--- config.mk ---
export PLATFORM = sky130hd
export DESIGN_NAME = imem_fetch_sequencer
export DESIGN_NICKNAME = d
export VERILOG_FILES = /design/src/rtl/imem_fetch_sequencer.sv
export SDC_FILE = /design/constraint.sdc
export NUM_CORES = 1
export LEC_CHECK = 0
export ABC_AREA = 1
export CAP_MARGIN = 10
export CORE_UTILIZATION = 25
export DETAILED_ROUTE_END_ITERATION = 10
export GPL_TIMING_DRIVEN = 0
export HOLD_SLACK_MARGIN = 0.05
export PLACE_DENSITY = 0.61
export REMOVE_ABC_BUFFERS = 1
export SLEW_MARGIN = 15
export SYNTH_ARGS = -nofsm -noshare
export SYNTH_HDL_FRONTEND = slang
export SYNTH_SLANG_ARGS = --single-unit
--- constraint.sdc ---
create_clock -name i_clk -period 1.8 [get_ports i_clk]
set_clock_uncertainty 0.15 [all_clocks]
set_input_delay 0.36 -clock i_clk [delete_from_list [all_inputs] [get_ports i_clk]]
set_output_delay 0.36 -clock i_clk [all_outputs]
set_load 0.01 [all_outputs]
--- src/rtl/imem_fetch_sequencer.sv ---
// imem_fetch_sequencer
// Owns the single address port of the instruction memory. After reset the
// port belongs to the program loader (BOOT). When the loader signals it is
// done, the block fetches one word per cycle (RUN) and presents registered
// pc/instr pairs to decode, honouring stall and branch redirects. A bad
// fetch or branch address parks the block in HALT with a sticky fault.
//
// Ports:
//   i_clk, i_rst        clock, synchronous active-high reset
//   i_load_*            loader write request / address / data / done pulse
//   o_load_ready        loader owns the memory port (BOOT only)
//   o_mem_*             memory address, write enable, write data
//   i_mem_rdata         memory read word, combinational from o_mem_addr
//   i_stall             hold the fetch pipeline this cycle
//   i_branch_*          redirect request and target byte address
//   o_pc, o_instr       registered fetched word and its byte address
//   o_instr_valid       o_pc/o_instr valid this cycle
//   o_fault             sticky fetch fault
//   o_state             current FSM state (debug: 0 BOOT, 1 RUN, 2 HALT)
//
// Loader handshake: o_load_ready is a mode flag, not back-pressure. Every
// cycle with o_load_ready=1 and i_load_valid=1 is one write attempt, and it
// completes in that cycle if the address is word-aligned and inside the
// memory; otherwise it is dropped without notice. i_load_done is sampled only
// while o_load_ready=1, and a write in the same cycle is still performed.
module imem_fetch_sequencer #(
  parameter logic [31:0] RESET_PC = 32'd0,
  parameter int          DEPTH    = 64
) (
  input  logic        i_clk,
  input  logic        i_rst,
  input  logic        i_load_valid,
  input  logic [31:0] i_load_addr,
  input  logic [31:0] i_load_data,
  input  logic        i_load_done,
  output logic        o_load_ready,
  output logic [31:0] o_mem_addr,
  output logic        o_mem_we,
  output logic [31:0] o_mem_wdata,
  input  logic [31:0] i_mem_rdata,
  input  logic        i_stall,
  input  logic        i_branch_taken,
  input  logic [31:0] i_branch_target,
  output logic [31:0] o_pc,
  output logic [31:0] o_instr,
  output logic        o_instr_valid,
  output logic        o_fault,
  output logic [1:0]  o_state
);

  typedef enum logic [1:0] {
    S_BOOT = 2'd0,
    S_RUN  = 2'd1,
    S_HALT = 2'd2
  } state_t;

  // First byte address past the end of memory; compared over all 32 bits so
  // high address bits can never alias back into range.
  localparam logic [31:0] ADDR_LIMIT = 32'(4 * DEPTH);

  function automatic logic addr_ok(input logic [31:0] a);
    return (a[1:0] == 2'b00) && (a < ADDR_LIMIT);
  endfunction

  state_t      r_state;
  logic [31:0] r_fetch_pc;
  logic [31:0] r_pc;
  logic [31:0] r_instr;
  logic        r_instr_valid;
  logic        r_fault;

  logic w_load_ok;
  logic w_target_ok;
  logic w_fetch_ok;

  assign w_load_ok   = addr_ok(i_load_addr);
  assign w_target_ok = addr_ok(i_branch_target);
  assign w_fetch_ok  = addr_ok(r_fetch_pc);

  // Memory port steering depends only on the registered state (plus the
  // loader's own request while in BOOT).
  always_comb begin
    o_load_ready = 1'b0;
    o_mem_addr   = 32'd0;
    o_mem_we     = 1'b0;
    o_mem_wdata  = 32'd0;
    case (r_state)
      S_BOOT: begin
        o_load_ready = 1'b1;
        o_mem_addr   = i_load_addr;
        o_mem_we     = i_load_valid && w_load_ok;
        o_mem_wdata  = i_load_data;
      end
      S_RUN: begin
        o_mem_addr = r_fetch_pc;
      end
      default: begin
      end
    endcase
  end

  always_ff @(posedge i_clk) begin
    if (i_rst) begin
      r_state       <= S_BOOT;
      r_fetch_pc    <= RESET_PC;
      r_pc          <= 32'd0;
      r_instr       <= 32'd0;
      r_instr_valid <= 1'b0;
      r_fault       <= 1'b0;
    end else begin
      case (r_state)
        S_BOOT: begin
          if (i_load_done) begin
            r_state    <= S_RUN;
            r_fetch_pc <= RESET_PC;
          end
        end
        S_RUN: begin
          if (i_branch_taken) begin
            // Redirect wins over stall; the word already on the bus is
            // discarded, giving exactly one bubble.
            r_instr_valid <= 1'b0;
            if (w_target_ok) begin
              r_fetch_pc <= i_branch_target;
            end else begin
              r_state <= S_HALT;
              r_fault <= 1'b1;
            end
          end else if (i_stall) begin
            // Everything holds, including o_instr_valid.
          end else if (!w_fetch_ok) begin
            r_state       <= S_HALT;
            r_fault       <= 1'b1;
            r_instr_valid <= 1'b0;
          end else begin
            r_instr       <= i_mem_rdata;
            r_pc          <= r_fetch_pc;
            r_instr_valid <= 1'b1;
            r_fetch_pc    <= r_fetch_pc + 32'd4;
          end
        end
        S_HALT: begin
          r_instr_valid <= 1'b0;
          r_fault       <= 1'b1;
        end
        default: begin
          r_state <= S_HALT;
          r_fault <= 1'b1;
        end
      endcase
    end
  end

  assign o_pc          = r_pc;
  assign o_instr       = r_instr;
  assign o_instr_valid = r_instr_valid;
  assign o_fault       = r_fault;
  assign o_state       = r_state;

endmodule

* After elaboration in Yosys (flattened, before gate mapping) *
Cells that the tools add are included.

storage, ports and cells
  register bits after elaboration = 100
  output and inout bits = 134
  logic and storage cells = 62

operators by class
  $add $sub $neg = 1
  order comparisons = 3
  eq/ne operators = 8
  mux-type cells = 25
  bitwise logic cells = 4
  reductions and logical operators = 15

operator list
  operator               count
  $mux 32                6
  $pmux 32 s2            2
  $lt 32x9->1 const B    3
  $add 32x3->32 const B  1
  $ne 3x3->1 const B     5
  $mux 2                 5
  $reduce_and 5->1       2
  $mux 1                 9
  $logic_not 2->1        4
  $reduce_and 4->1       2
  $pmux 2 s3             1
  $logic_and 1x1->1      4
  $not 1->1              4
  $pmux 1 s2             2
  $reduce_bool 2->1      2
  $eq 2x1->1 const B     1
  $eq 2x2->1 const B     1
  $ne 2x2->1 const B     1
  $reduce_and 2->1       1

* Longest topological paths before layout *
Gate-level depths: netlist of run 1.

  word-level depth = 6
  depth in mapped cells = 9

* Worst setup path before layout of run 1 *
No wires, ideal clock.

  kind = register to output
  from = register r_state[1], in the netlist o_state[1]
  to = output o_mem_addr[13]
  arrival = 1194 ps
  slack = 96 ps
  stages on the path, launching flop included = 6
  cells stage by stage = dfxtp_1 > inv_1 > nand2_1 > buf_2 > clkbuf_1 > o21ai_0

on the way
  longest elaborated chain between the ends = 2
  elaborated cells on any way between the ends = 3
  classes of those cells = eq/ne: 1; mux: 1; reduce/logical: 1

ends and longest elaborated chain
  item                                           line  text
  start: declaration                             65    state_t r_state;
  start signal: assignment                       104   r_state <= S_BOOT;
  start signal: assignment                       114   r_state <= S_RUN;
  start signal: assignment                       126   r_state <= S_HALT;
  $eq 2x1->1 or $logic_not 2->1 (tied branches)  87    case (r_state)
  $pmux 32 s2 *                                  87
  end: declaration                               37    output logic [31:0] o_mem_addr,

Mark *: on every way between the ends. The rest lies on a longest branch, timed or not.

* Worst setup path after layout of run 1 *
  from = input i_load_addr[28]
  to = output o_mem_we

on the way
  longest elaborated chain between the ends = 4

ends and longest elaborated chain
  item                line  text
  start: declaration  33    input logic [31:0] i_load_addr,
  $lt 32x9->1         62    return (a[1:0] == 2'b00) && (a < ADDR_LIMIT);
  $logic_and 1x1->1   62
  $logic_and 1x1->1   91    o_mem_we = i_load_valid && w_load_ok;
  $mux 1              87
  end: declaration    38    output logic o_mem_we,

Every way passes these cells.

==> results of run 1 <==
[where the power goes]
part | switching (W) | leakage, nW | internal (W) | total (W)
sequential | 0.000111 | 0.810 | 0.00234 | 0.00245
clock | 0.000870 | 0.173 | 0.00150 | 0.00237
combinational | 0.00214 | 3.08 | 0.00209 | 0.00422
total | 0.00312 | 4.06 | 0.00593 | 0.00905
[logic make-up after synthesis]
logic type	count (synthesis)	synth area share [%]
adders and majority gates	1	0.282
buffers and inverters	110	10.7
AOI/OAI and AO/OA	84	9.86
xor gates and xnor gates	3	0.593
DFF	100	45.2
and+or+nand+nor	309	33.4
[layer usage]
metal / vias up / routed length [um] / track usage (%)
li1: 2585 / - / -
met1: 2420 / 7590 / 23.3
met2: 161 / 9350 / 33.1
met3: 20 / 1350 / 6.31
met4: 0 / 271 / 4.74
met5: - / 0 / 0
[path summary, 6_finish.rpt]
| kind | slack [ns] | cells past startpoint | from | endpoint |
|---|---|---|---|---|
| setup / recovery | -0.27 | 5 | i_load_addr[28] | o_mem_we |
| hold / removal | 0.32 | 2 | r_fetch_pc[24]$_SDFFE_PP0P_ | r_fetch_pc[24]$_SDFFE_PP0P_ |
| setup reg to reg | -0.18 | 10 | o_state[1]$_SDFFE_PP0P_ | o_instr[29]$_SDFFE_PP0P_ |
| hold reg to reg | 0.32 | 2 | r_fetch_pc[24]$_SDFFE_PP0P_ | r_fetch_pc[24]$_SDFFE_PP0P_ |
[synth_stat cells (3+ instances only)]
cell type  number  area [um^2]
clkbuf_1       23         86.3
nor3_2         21          210
inv_1          70          263
inv_2           4         15.0
buf_2           4         20.0
nand2_1        61          229
o22ai_1         4         25.0
and3_1         26          163
xor2_1          3         26.3
nor2_1        156          586
nand3_1         9         45.0
o21ai_1        20          100
nor4_1          5         31.3
buf_1           3         11.3
o21ai_0        50          250
a21oi_1         6         30.0
nor3_1          8         40.0
nand4_1        14         87.6
dfxtp_1       100         2000
[cell type report]
cell class,count,area share [%]
Clock buffer,10,2.50
Clock inverter,6,1.49
Inverter,75,3.51
Multi-Input combinational cell,401,29.4
Sequential cell,100,21.9
Tap cell,225,3.07
Timing Repair Buffer,334,37.6
Timing Repair inverter,4,0.464
[layout by cell type (no fill, tap or decap), drive strengths merged, types with 15 or more instances in the layout]
cell type / n
nand2: 65
o21ai: 70
nor2: 161
clkdlybuf4s50: 175
buf: 124
dfxtp: 100
nor3: 30
and3: 26
inv: 78
dlymetal6s2s: 15
[through the flow]
stage,total power (W),util (%),cells,TNS (ns)
floorplan,0.00358,-,572,-107.50
global placement,0.00510,41.6,1064,-352.39
detailed placement,0.00511,42.3,1071,-140.66
CTS,0.00837,47.7,1137,-9.65
global route,0.00947,53.0,1155,-29.82
finish,0.00905,53.0,1155,-18.22
[worst max-delay path: stages]
cell,delay (ns)
clkdlybuf4s50_1,0.45
nor4_2,0.26
nand4_1,0.16
nor4_2,0.16
buf_2,0.17
[sequential cells by signal (all words and copies together) (netlist names)]
name	cells
o_fault	1
o_instr_valid	1
r_fetch_pc	32
o_state	2
o_pc	32
o_instr	32
[repair_timing]
action	4_1_cts	5_1_grt
pin swaps	23	47
endpoints found under the hold margin	0	0
setup buffers	40	13
cloned	10	5
gates resized for setup	380	198
endpoints found under the setup margin	168	151
==> impl_metrics.ini, run 1 <==
[finish]
multi_input_area_um2 = 2700
register_area_um2 = 2010
syn2layout_area_growth_pct = 107
drive_above_1_share_pct = 34.9
final_area_um2 = 9170
diodes = 0
fillCellCount = 1583
final_nets = 1060

[floorplanning]
initial_utilization_pct = 25.6
fp.dieH_um = 135
die_w_um = 135
io_pins = 268
rows = 48
dieArea_um2 = 18300
core_area_um2 = 17300

[logic_synthesis]
synth-async-reset-ratio_pct = 0
netlist_instances = 607
synthesis.area_um2 = 4430
synth_warnings = 0
synth_seq_cells = 100
ys_types = 34
syn_avg_cell_area_um2 = 7.30
synth-edff-count = 0
synth-main-ff-cell = dfxtp_1
yosysSeqAreaShare_pct = 45.2

[critical_path]
setup.worst_path.class = input port to output port
worstSetupEndpointType = output port
crit_arrival_ns = 1.56
worstPathMaxFanout = 2
critPathLaunchType = input port
critPathRequiredTime_ns = 1.29

[pwr]
leakage_nw = 4.06
peakVddDrop_mv = 0.693
powerDensity_nw_per_um2 = 987

[clock_network]
cts_tree = yes
cts_sinks = 100
cts.clk_slew.worst_paths_ns = 0.07
cts_buffers = 9
htreeDepth = 3
ctsHoldBuffers = 0
root_buffer = clkbuf_16
clockBufferDepth = 2
clock_latency_ns = 0.35

[drt]
viasPerCell = 4.49
routedWlPerCell_um = 16.1
vias = 5186
drt_iter0_markers = 226
drtAntennaViolNets = 0
routed_wirelength_um = 18600
dr.pass1.iters = 4
drc = 0

[sta]
max_slew.worst_pin.slew_ns = 0.670
hold_viol = 0
fin_hold_ws_ns = 0.322
fin_ws_ns = -0.274
maxSlewViolCount = 0
fmaxAchievable_mhz = 482
maxSlewHeadroom_pct = 55.3
setup_viol = 147
fin_crit_sh_pct = 115
rsz0062_at_grt = yes
min_period_ns = 2.07

[grt]
grt_pass1_vias = 5127
antenna_found_initial = 0
grt.total_usage_pct = 19.4
grt_max_degree = 53
grt-ovfl-total = 0
grt_pass1_wl_um = 27300

[placed_design]
gp_congestion = 0.798
dp_hpwl_um = 11300
place_area_um2 = 7320
port_buffers = 267
pre_cts_ws_ns = -1.28

[flow_run]
max-cap-violations = 0

[status]
status = finished, violations left
violations = negative setup slack

[hold_path]
hp-class = flip-flop to flip-flop
(Power assumes the default switching activity.)
==> inputs of run 2 (changes only) <==
Settings changed: CTS_BUF_LIST set to sky130_fd_sc_hd__clkbuf_4, PLACE_DENSITY 0.61 to 0.67.
==> impl_metrics.ini, run 2 (same netlist as run 1, synthesis figures left out) <==
[finish]
syn2layout_area_growth_pct = 104
fin_util_pct = 52.3
layout_commonest_cell = nor2_1
stdcell_count = 1165
diodes = 0
fillCellCount = 1614
drive_above_1_share_pct = 34.9
final_nets = 1070
final_cell_mix = nor2_1, clkdlybuf4s50_1, dfxtp_1

[sta]
hold_viol = 0
fin_hold_ws_ns = 0.208
min_period_ns = 2.24
rsz0062_at_grt = yes
fin_ws_ns = -0.440
maxSlewViolCount = 0
maxSlewHeadroom_pct = 52.6
max_slew.worst_pin.slew_ns = 0.710
fin_crit_sh_pct = 124
setup_viol = 164
fmaxAchievable_mhz = 446

[status]
status = finished, violations left
violations = negative setup slack

[critical_path]
worstSetupEndpointType = output port
timing.critical_path.slowest_cell_delay_ns = 0.46
crit_chain = clkdlybuf4s50_1 > nor4_2 > nand4_1 > nor4_2 > buf_2
crit_arrival_ns = 1.73
slowest_stage = clkdlybuf4s50_1
setup.worst_path.class = input port to output port
critPathMostFrequentCell = nor4_2
worstPathMaxFanout = 2
critPathRequiredTime_ns = 1.29
reg2reg_slack_ns = -0.31
critPathLaunchType = input port

[drt]
routed_wirelength_um = 19700
drt_iter0_markers = 296
vias = 5365
viasPerCell = 4.61
drc = 0
routedWlPerCell_um = 16.9
drtAntennaViolNets = 0
dr.pass1.iters = 5

[pwr]
p_total_w = 0.00775
powerDensity_nw_per_um2 = 858
peakVddDrop_mv = 0.521
leakage_nw = 4.15

[clock_network]
clock_latency_ns = 0.47
ctsHoldBuffers = 0
cts_tree = yes
htreeDepth = 3
cts.clk_slew.worst_paths_ns = 0.15
clockBufferDepth = 2
cts_buffers = 9
root_buffer = clkbuf_4
cts_sinks = 100

[grt]
grt-ovfl-total = 0
met1_usage_pct = 25.9
use_met3_pct = 4.95
grt_pass1_wl_um = 28700
busiest_layer = met2
met2_usage_pct = 34.8
grt_pass1_vias = 5171
antenna_found_initial = 0
grt.total_usage_pct = 20.9
grt_max_degree = 41

[placed_design]
port_buffers = 267
gp_congestion = 0.790
dp_hpwl_um = 11300
place_inst = 1071

[floorplanning]
dieArea_um2 = 18300
initial_utilization_pct = 25.6
die_w_um = 135
io_pins = 268
core_area_um2 = 17300
fp.dieH_um = 135
rows = 48

[flow_run]
max-cap-violations = 0

[hold_path]
hp-class = input port to flip-flop
run 2: cell types whose count changed in the layout (fill, tap and decap cells not counted), sizes merged, moves of 4 or more:
cell           before  now
dlygate4sd2        10   57
buf               124  114
dlymetal6s2s       15    9
clkdlybuf4s15       6   28
clkbuf             14   10
clkdlybuf4s50     175  132
clkinv              1    5
run 2: what timing repair did:
action / CTS / global route
pin swaps: 33 / 54
hold endpoints to repair: 0 / 0
setup endpoints to repair: 231 / 176
cloned: 20 / 2
setup buffers: 54 / 18
gates resized for setup: 462 / 146
run 2: area by class of cell:
class | instances | area (um^2) | area share [%]
Timing Repair Buffer | 341 | 3500 | 38.7
Multi-Input combinational cell | 404 | 2740 | 30.3
Clock buffer | 9 | 67.6 | 0.747
Sequential cell | 100 | 2010 | 22.3
Timing Repair inverter | 4 | 47.5 | 0.526
Tap cell | 225 | 282 | 3.11
Clock inverter | 7 | 81.3 | 0.900
Inverter | 75 | 315 | 3.49
run 2: layer usage:
metal,up-vias,wire length [um]
met1,2514,8270
met2,206,9540
li1,2607,-
met5,-,0
met4,0,663
met3,38,1270
run 2: worst paths after layout:
| check | depth (start not counted) | startpoint | endpoint |
|---|---|---|---|
| hold / removal | 2 | i_rst | r_fetch_pc[7]$_SDFFE_PP0P_ |
| hold reg to reg | 2 | r_fetch_pc[9]$_SDFFE_PP0P_ | r_fetch_pc[9]$_SDFFE_PP0P_ |
| setup / recovery | 5 | i_load_addr[13] | o_mem_we |
| setup reg to reg | 12 | o_state[0]$_SDFFE_PP0P_ | o_instr[21]$_SDFFE_PP0P_ |
run 2: stage by stage:
stage / instance area [um^2] / worst slack [ns] / setup TNS (ns)
final: 9040 / -0.440 / -36.96
after global routing: 9040 / -0.488 / -49.75
after CTS: 8530 / -0.437 / -34.84
after detailed placement: 7320 / -1.11 / -147.26
after global placement: 7200 / -2.75 / -351.56
after floorplan: 4240 / -1.03 / -107.50
run 2: power by group:
| part | internal (W) | switching, W | leakage (nW) |
|---|---|---|---|
| clock | 0.000546 | 0.000747 | 0.0822 |
| combinational | 0.00188 | 0.00213 | 3.26 |
| sequential | 0.00234 | 0.000115 | 0.811 |
run 2: critical path: cells and delay by family:
kind	cells	cell delay, ns
AND/OR/NAND/NOR	3	0.74
buffers and inverters	2	0.64
==> inputs of run 3 (changes only) <==
Settings changed: ABC_AREA 1 to unset, CORE_UTILIZATION 25 to 38, PLACE_DENSITY 0.67 to 0.92.
==> impl_metrics.ini, run 3 <==
[logic_synthesis]
synth_seq_cells = 100
synthMuxAreaShare_pct = 7.72
synth_compound_area_share_pct = 8.95
synth_warnings = 0
synth_simple_gate_area_share_pct = 31.7
synthesis.area_um2 = 4280
synthAdderAreaFrac_pct = 0.292
synth_xor_area_share_pct = 0.205
syn_avg_cell_area_um2 = 8.36
synth_area_leader_cell = dfxtp_1
synth_area_leaders = dfxtp_1, and2_1, mux2i_1, nand2_1, a21oi_1
yosys-top-cells-count = dfxtp_1, nand2_1, and2_1
synth_top_cell_area_share_pct = 46.8
synth-main-ff-cell = dfxtp_1
netlist_instances = 512
synth_top_family_by_area = simple AND/OR/NAND/NOR gates
synth_most_common_cell = dfxtp_1
synth-edff-count = 0
synth-async-reset-ratio_pct = 0
ys_types = 38
yosysSeqAreaShare_pct = 46.8

[drt]
drtAntennaViolNets = 0
viasPerCell = 5.57
routedWlPerCell_um = 22.5
routed_wirelength_um = 22200
drc = 0
dr.pass1.iters = 5
vias = 5506
drt_iter0_markers = 481

[sta]
maxSlewHeadroom_pct = 44.5
setup_viol = 169
fmaxAchievable_mhz = 410
fin_ws_ns = -0.641
maxSlewViolCount = 0
fin_setup_tns_ns = -80.28
rsz0062_at_grt = yes
min_period_ns = 2.44
max_slew.worst_pin.slew_ns = 0.833
hold_viol = 0
fin_crit_sh_pct = 136

[hold_path]
hp-class = input port to flip-flop
hp-start = i_mem_rdata[12]

[pwr]
leakage_nw = 4.63
peakVddDrop_mv = 0.517
powerDensity_nw_per_um2 = 607

[grt]
grt_pass1_vias = 5189
grt_max_degree = 49
grt.total_usage_pct = 30.9
grt_pass1_wl_um = 27300
antenna_found_initial = 1
grt-ovfl-total = 0

[clock_network]
clockBufferDepth = 2
cts.clk_slew.worst_paths_ns = 0.17
htreeDepth = 3
cts_sinks = 100
root_buffer = clkbuf_4
cts_buffers = 9
clock_latency_ns = 0.45
cts_tree = yes

[placed_design]
place_area_um2 = 7040
port_buffers = 267
gp_congestion = 0.854
place_inst = 887
pre_cts_ws_ns = -2.03
dp_hpwl_um = 11600

[finish]
layout_commonest_cell = clkdlybuf4s50_1
final_area_um2 = 8680
final_cell_mix = clkdlybuf4s50_1, dfxtp_1, buf_6, dlymetal6s2s_1, nand2_1
drive_above_1_share_pct = 34.8
final_nets = 977
stdcell_count = 988
syn2layout_area_growth_pct = 103

[flow_run]
max-cap-violations = 0

[floorplanning]
initial_utilization_pct = 39.3
fp.dieH_um = 108
io_pins = 268
die_w_um = 108
core_area_um2 = 10900
rows = 38
dieArea_um2 = 11700

[critical_path]
slowest_stage = or3_4
crit_arrival_ns = 2.64
timing.critical_path.slowest_cell_delay_ns = 0.45
critPathLaunchType = flip-flop
crit_path_start = r_fetch_pc[23]$_SDFFE_PP0P_
critPathRequiredTime_ns = 1.99
r2r_start = r_fetch_pc[23]$_SDFFE_PP0P_
worstPathMaxFanout = 10
critPathMostFrequentCell = or3_4
worstSetupEndpointType = flip-flop
setup.worst_path.class = flip-flop to flip-flop
crit_chain = nor4_2 > nand4_1 > or3_4 > buf_4 > or3_4 > nand2_1 > a21oi_1

[status]
status = finished, violations left
violations = negative setup slack
[run 3: cell types whose count changed after synthesis, sizes merged, moves of 5 or more]
| cell | before | now |
|---|---|---|
| and2 | 0 | 81 |
| nor2 | 160 | 49 |
| o21ai | 70 | 4 |
| mux2i | 0 | 33 |
| nand4 | 14 | 7 |
| nand3 | 10 | 4 |
| nor4 | 5 | 17 |
| and3 | 26 | 2 |
| nand2 | 63 | 88 |
| a21oi | 6 | 48 |
| or3 | 0 | 5 |
| nor3 | 30 | 7 |
| inv | 75 | 6 |
[run 3: layout make-up]
cell class	instances	area [um^2]
clock inverter	7	80.1
clock buffer	9	67.6
sequential	100	2030
tap	140	175
antenna	1	2.50
multi-input combinational	382	2660
fill	631	2200
inverter	6	22.5
timing repair buffer	343	3650
[run 3: kinds of logic after synthesis]
group / after synthesis
AO/OA/AOI/OAI: 68
XOR/XNOR: 1
multiplexers: 33
adder cells (fa/ha/maj): 1
AND/OR/NAND/NOR: 268
buffers and inverters: 41
flip-flops: 100
[run 3: final timing paths]
path	cells after the start	end	slack (ns)
setup / recovery	7	o_instr[21]$_SDFFE_PP0P_	-0.64
hold / removal	3	o_instr[12]$_SDFFE_PP0P_	0.28
setup reg to reg	7	o_instr[21]$_SDFFE_PP0P_	-0.64
hold reg to reg	2	o_fault$_SDFFE_PP0P_	0.31
[run 3: timing repair]
action,CTS,global route
setup buffers,44,28
endpoints found under the setup margin,234,234
pin swaps,62,64
resized for setup,353,226
cloned,14,5
hold buffers,1,0
endpoints found under the hold margin,7,0
[run 3: metrics by stage]
| step | utilization (%) | hold WS (ns) | total power (W) |
|---|---|---|---|
| after detailed placement | 64.6 | 0.293 | 0.00349 |
| final | 79.8 | 0.280 | 0.00527 |
| after floorplan | - | 0.279 | 0.00272 |
| after CTS | 72.6 | 0.260 | 0.00495 |
| after global placement | 64.0 | 0.287 | 0.00345 |
| after global routing | 79.8 | 0.271 | 0.00543 |
[run 3: routing by layer]
layer  GRT usage [%]  vias to the layer above  routed length [um]
met3            7.11                      126                1920
met1            36.4                     2608                8070
met2            52.1                      378               10900
met5               0                        -                   0
met4            16.1                        0                1290
li1                -                     2394                   -
[run 3: worst max-delay path: cells and delay by family (launching register included)]
family	cells	cell delay, ns
and+or+nand+nor	5	1.55
AOI/OAI and AO/OA	1	0.07
DFF	1	0.38
buffers and inverters	1	0.16
[run 3: power by group]
part | internal [W] | switching [W]
combinational | 0.000985 | 0.000751
sequential | 0.00224 | 0.0000347
clock | 0.000448 | 0.000809
